`src/rtl/seg_scan_driver.sv`:
```
// seg_scan_driver: multiplexed seven-segment scan driver.
// Frame-coherent BCD snapshot, leading-zero blanking, registered outputs.
module seg_scan_driver #(
  parameter int DIGITS        = 4,
  parameter bit COMMON_ANODE  = 1'b1,
  parameter bit BLANK_LEADING = 1'b1
) (
  input  logic                  fast_clock,
  input  logic                  rst,
  input  logic                  seg_clock,
  input  logic [4*DIGITS-1:0]   value,
  input  logic [DIGITS-1:0]     dp,
  input  logic                  enable,
  output logic [DIGITS-1:0]     an,
  output logic [6:0]            seg,
  output logic                  dp_out,
  output logic                  frame_start
);

  localparam int IW = $clog2(DIGITS);
  localparam logic [IW-1:0] LAST = IW'(DIGITS - 1);
  localparam logic POL = COMMON_ANODE;

  logic                r_seg_q;
  logic [IW-1:0]       r_idx;
  logic [4*DIGITS-1:0] r_snap;
  logic [DIGITS-1:0]   r_dp_snap;
  logic                r_live;
  logic                r_wrap;
  logic [DIGITS-1:0]   r_an;
  logic [6:0]          r_seg;
  logic                r_dp;
  logic                r_fs;

  logic                w_tick;
  logic                w_last;
  logic [3:0]          w_dig [DIGITS];
  logic [DIGITS-1:0]   w_nz;
  logic [3:0]          w_cur;
  logic                w_blank;
  logic                w_on;
  logic [DIGITS-1:0]   w_an_ah;
  logic [6:0]          w_seg_ah;
  logic                w_dp_ah;

  function automatic logic [6:0] f_decode(
    input logic [3:0] d
  );
    case (d)
      4'd0:    return 7'h3F;
      4'd1:    return 7'h06;
      4'd2:    return 7'h5B;
      4'd3:    return 7'h4F;
      4'd4:    return 7'h66;
      4'd5:    return 7'h6D;
      4'd6:    return 7'h7D;
      4'd7:    return 7'h07;
      4'd8:    return 7'h7F;
      4'd9:    return 7'h6F;
      default: return 7'h40;
    endcase
  endfunction

  assign w_tick = seg_clock & ~r_seg_q;
  assign w_last = (r_idx == LAST);

  // Split the snapshot into digits; w_nz[i] = some digit i..top non-zero
  always_comb begin
    logic acc;
    acc = 1'b0;
    for (int i = DIGITS - 1; i >= 0; i--) begin
      w_dig[i] = r_snap[4*i +: 4];
      acc      = acc | (r_snap[4*i +: 4] != 4'd0);
      w_nz[i]  = acc;
    end
  end

  assign w_cur   = w_dig[r_idx];
  assign w_blank = BLANK_LEADING
                 && (r_idx != '0)
                 && !w_nz[r_idx];
  assign w_on    = r_live & enable;

  // Active-high view of the selected digit, before polarity
  always_comb begin
    w_an_ah  = '0;
    w_seg_ah = 7'h00;
    w_dp_ah  = 1'b0;
    if (w_on) begin
      w_an_ah = DIGITS'(1) << r_idx;
      w_dp_ah = r_dp_snap[r_idx];
      if (!w_blank)
        w_seg_ah = f_decode(w_cur);
    end
  end

  // Scan stage: edge detect, digit index, per-frame snapshot
  always_ff @(posedge fast_clock) begin
    if (rst) begin
      r_seg_q   <= 1'b1;
      r_idx     <= LAST;
      r_snap    <= '0;
      r_dp_snap <= '0;
      r_live    <= 1'b0;
      r_wrap    <= 1'b0;
    end else begin
      r_seg_q <= seg_clock;
      r_wrap  <= w_tick & w_last;
      if (w_tick) begin
        r_live <= 1'b1;
        if (w_last) begin
          r_idx     <= '0;
          r_snap    <= value;
          r_dp_snap <= dp;
        end else begin
          r_idx <= r_idx + IW'(1);
        end
      end
    end
  end

  // Output stage: registered pins with board polarity applied
  always_ff @(posedge fast_clock) begin
    if (rst) begin
      r_an  <= {DIGITS{POL}};
      r_seg <= {7{POL}};
      r_dp  <= POL;
      r_fs  <= 1'b0;
    end else begin
      r_an  <= w_an_ah ^ {DIGITS{POL}};
      r_seg <= w_seg_ah ^ {7{POL}};
      r_dp  <= w_dp_ah ^ POL;
      r_fs  <= r_wrap;
    end
  end

  assign an          = r_an;
  assign seg         = r_seg;
  assign dp_out      = r_dp;
  assign frame_start = r_fs;

endmodule

```
`config.mk`:
```
export PLATFORM = sky130hd
export DESIGN_NAME = seg_scan_driver
export DESIGN_NICKNAME = d
export VERILOG_FILES = /design/src/rtl/seg_scan_driver.sv
export SDC_FILE = /design/constraint.sdc
export NUM_CORES = 1
export LEC_CHECK = 0
export ABC_CLOCK_PERIOD_IN_PS = 3240
export CORE_MARGIN = 2
export CORE_UTILIZATION = 53
export CTS_CLUSTER_SIZE = 10
export DETAILED_ROUTE_END_ITERATION = 8
export GPL_ROUTABILITY_DRIVEN = 0
export PLACE_DENSITY = 0.87
export SETUP_SLACK_MARGIN = 0.15
export SYNTH_ARGS = -nofsm -noshare
export SYNTH_HDL_FRONTEND = slang
export SYNTH_SLANG_ARGS = --single-unit
```
`constraint.sdc`:
```
create_clock -name fast_clock -period 3.24 [get_ports fast_clock]
set_clock_uncertainty 0.1 [all_clocks]
set_input_delay 0.648 -clock fast_clock [delete_from_list [all_inputs] [get_ports fast_clock]]
set_output_delay 0.648 -clock fast_clock [all_outputs]
set_load 0.005 [all_outputs]
```
==> run summary <==
================================================================================
Outcome                                                             finished, final reports clean
Die height                                                               59.3 um
Type of element launching the critical path                                 flop
Tightest Pin Transition                                                 0.710 ns
# Max-Cap Violations                                                           0
Hold Path End                                                       r_dp_snap[3]
Area fraction of the dominant cell type after synthesis                    0.470
Total power consumption of the routed design                          0.000840 W
Critical path required time                                              3.34 ns
Summed instance area of the synthesized netlist                         1620 um2
Cts bufs inserted                                                              5
Overflow left after global routing                                             0
Total Negative Setup Slacks                                                 0 ns
Antenna diode instance count                                                   0
I/O pin cnt                                                                   37
Reg-to-Reg Start                                                        r_idx[0]
Post-CTS Hold Buffers                                                          0
Critical Path AT                                                         2.45 ns
Antenna Nets Post-Route                                                        0
Total number of H-tree levels                                                  2
Buffers from clock root to sink, at most                                       2
CTS clock-pin slew for the worst setup and hold paths                    0.10 ns
Worst hold path depth                                                          2
Clock sink count                                                              38
Library cell with the largest summed area after synthesis                dfxtp_1
TritonCTS clock tree                                                       built
Number of hold violations in the final report                                  0
Global-route wire length before repair                                   5010 um
Share of the clock period used by the worst path after layout              0.726
Via count                                                                   1316
Starting Density                                                           0.543
Port-buffer cells                                                             36
Register-to-Register Path Depth                                                7
Insertion delay of the later-clocked pin in the worst-skew pair          0.34 ns
Die Outline Area                                                        3510 um2
Via density per instance                                                    5.33
Count of unresolved DRC violations after routing                               0
Cells taking the most area after synthesis                          dfxtp_1, nand2_1, ha_1
Power Dens Cells                                                      415 nW/um2
Most common library cell in the layout ignoring fill and taps            nand2_1
Post-CTS setup-driven buffer insertion count                                   0
Relative max-transition margin                                             0.527
Reg-to-reg critical path endpoint                                         seg[3]
Highest-count cells in the layout ignoring fill and taps            nand2_1, dfxtp_1, clkdlybuf4s50_1
Timing-limited maximum frequency                                       0.425 GHz
HPWL reported at the end of detailed placement                           2200 um
Final Net Count                                                              246
Finished layout cell area                                               2030 um2
Detailed-routing iteration count for the pre-antenna-repair pass               4
RSZ-0062 raised after global routing                                          no
Placed cell area                                                        1970 um2
Total of cells resized after clock tree synthesis                              0
Vias in the first global route                                              1177
DP Cell Count                                                                239
Leakage dissipation                                                     0.764 nW
Count of pins over their slew limit                                            0
Type of element capturing the critical path                                 flop
Die width                                                                59.3 um
Routed len/inst                                                          12.3 um
Tightest Hold Check Type                                                 reg2reg
Start point of the worst hold path                                  r_dp_snap[3]
Number of antenna violations at the first check in global routing              0
Total detailed-routing wirelength                                        3030 um
Post-synth cell types                                                         28
Share of cells above drive strength 1                                     0.0794
Synthesis warning total                                                        0
Gr usage total                                                             0.194
Final-report setup violation count                                             0
Number of non-filler instances in the completed layout                       247
Area growth from synthesis to layout                                       25.2%
Detailed router's first-iteration violation count                             32
Number of instances in the synthesized netlist                               181
Post-Syn Nets                                                                214
Maximum vdd ir drop                                                     0.295 mV
Number of synthesized register bits                                           38
Largest net degree at the start of global routing                             28
Count of standard-cell rows                                                   20
Clock Root Buffer                                                       clkbuf_4
Crit Path Category                                                       reg2reg
Critical Path Fanout Max                                                      11
Average instance area after synthesis                                   8.94 um2
Sequential share of the synthesized area                                   0.470
Final Critical Period                                                    2.35 ns
Core box area                                                           2980 um2
Worst reg-to-reg setup slack                                             0.89 ns
================================================================================
[synth_stat cells]
master    number
dfxtp_1       38
o22ai_1        3
mux2_2         1
a21oi_1       22
nor2b_1        2
nor3_2         1
clkbuf_1       9
nand2b_1       1
nor4_1         3
nand2_1       47
mux2i_1        2
inv_1          7
o211ai_1       2
nor3b_1        1
buf_2          1
or2_2          1
and2_4         1
o21ai_0        1
ha_1           9
or2_0          2
a211o_1        2
nand3_1        5
a2111o_1       1
buf_6          2
or4_1          1
mux4_2         5
nor2_1        10
and2_1         1
[power by group]
group,switching [W],total [W],internal (W)
Combinational,0.0000437,0.0000978,0.0000541
Clock,0.000147,0.000252,0.000105
Sequential,0.0000115,0.000491,0.000479
Total,0.000202,0.000840,0.000638
[worst max-delay path by stage]
stage	slack, ns	cells past startpoint	from	to
floorplan	1.27	6	r_idx[1]	seg[5]
global placement	0.74	5	seg_clock	r_snap[0]
detailed placement	0.67	5	seg_clock	r_snap[1]
CTS	0.87	7	r_idx[0]	seg[3]
global route	0.66	7	r_idx[0]	seg[3]
finish	0.89	7	r_idx[0]	seg[3]
[metrics by stage]
stage                util  setup WS (ns)  hold slack, ns
global placement    0.660          0.744           0.344
CTS                 0.680          0.868           0.362
floorplan               -           1.27           0.314
detailed placement  0.660          0.669           0.348
global route        0.680          0.657           0.385
finish              0.680          0.889           0.361
[final cells by class]
class / instances / area [um2]
multi-input cells: 124 / 769
flip-flops and latches: 38 / 761
well taps: 33 / 41.3
clock buffers: 7 / 55.1
inverters: 7 / 26.3
fillers: 245 / 952
clock inverters: 1 / 5.00
repair buffers: 37 / 368
[cell families after synthesis]
group                      Yosys count  synth area share
AOI/OAI and AO/OA                   31             0.110
adders and majority gates            9            0.0696
buffers and inverters               19            0.0541
DFF                                 38             0.470
muxes                                8            0.0889
and+or+nand+nor                     76             0.207
[worst max-delay path, cell delays in order (launching register included)]
cell and delay (ns):
dfxtp_1 0.66, mux4_2 0.66, inv_1 0.14, ha_1 0.16, inv_1 0.04, or2_0 0.22
mux2i_1 0.15, nand3_1 0.09
[routing by layer]
| metal | global-route usage | vias up | wire length, um |
|---|---|---|---|
| met5 | 0 | - | 0 |
| met4 | 0.0714 | 0 | 42 |
| met3 | 0.0721 | 4 | 179 |
| met2 | 0.330 | 39 | 1480 |
| met1 | 0.221 | 603 | 1320 |
| li1 | - | 670 | - |
[state kept, by name, summed over array words and instances, names as in the netlist]
| register | count |
|---|---|
| r_snap | 16 |
| seg | 7 |
| an | 4 |
| r_dp_snap | 4 |
| r_idx | 2 |
| dp_out | 1 |
| frame_start | 1 |
| r_live | 1 |
| r_seg_q | 1 |
| r_wrap | 1 |
Note: power is estimated with default switching activity, not from simulation.
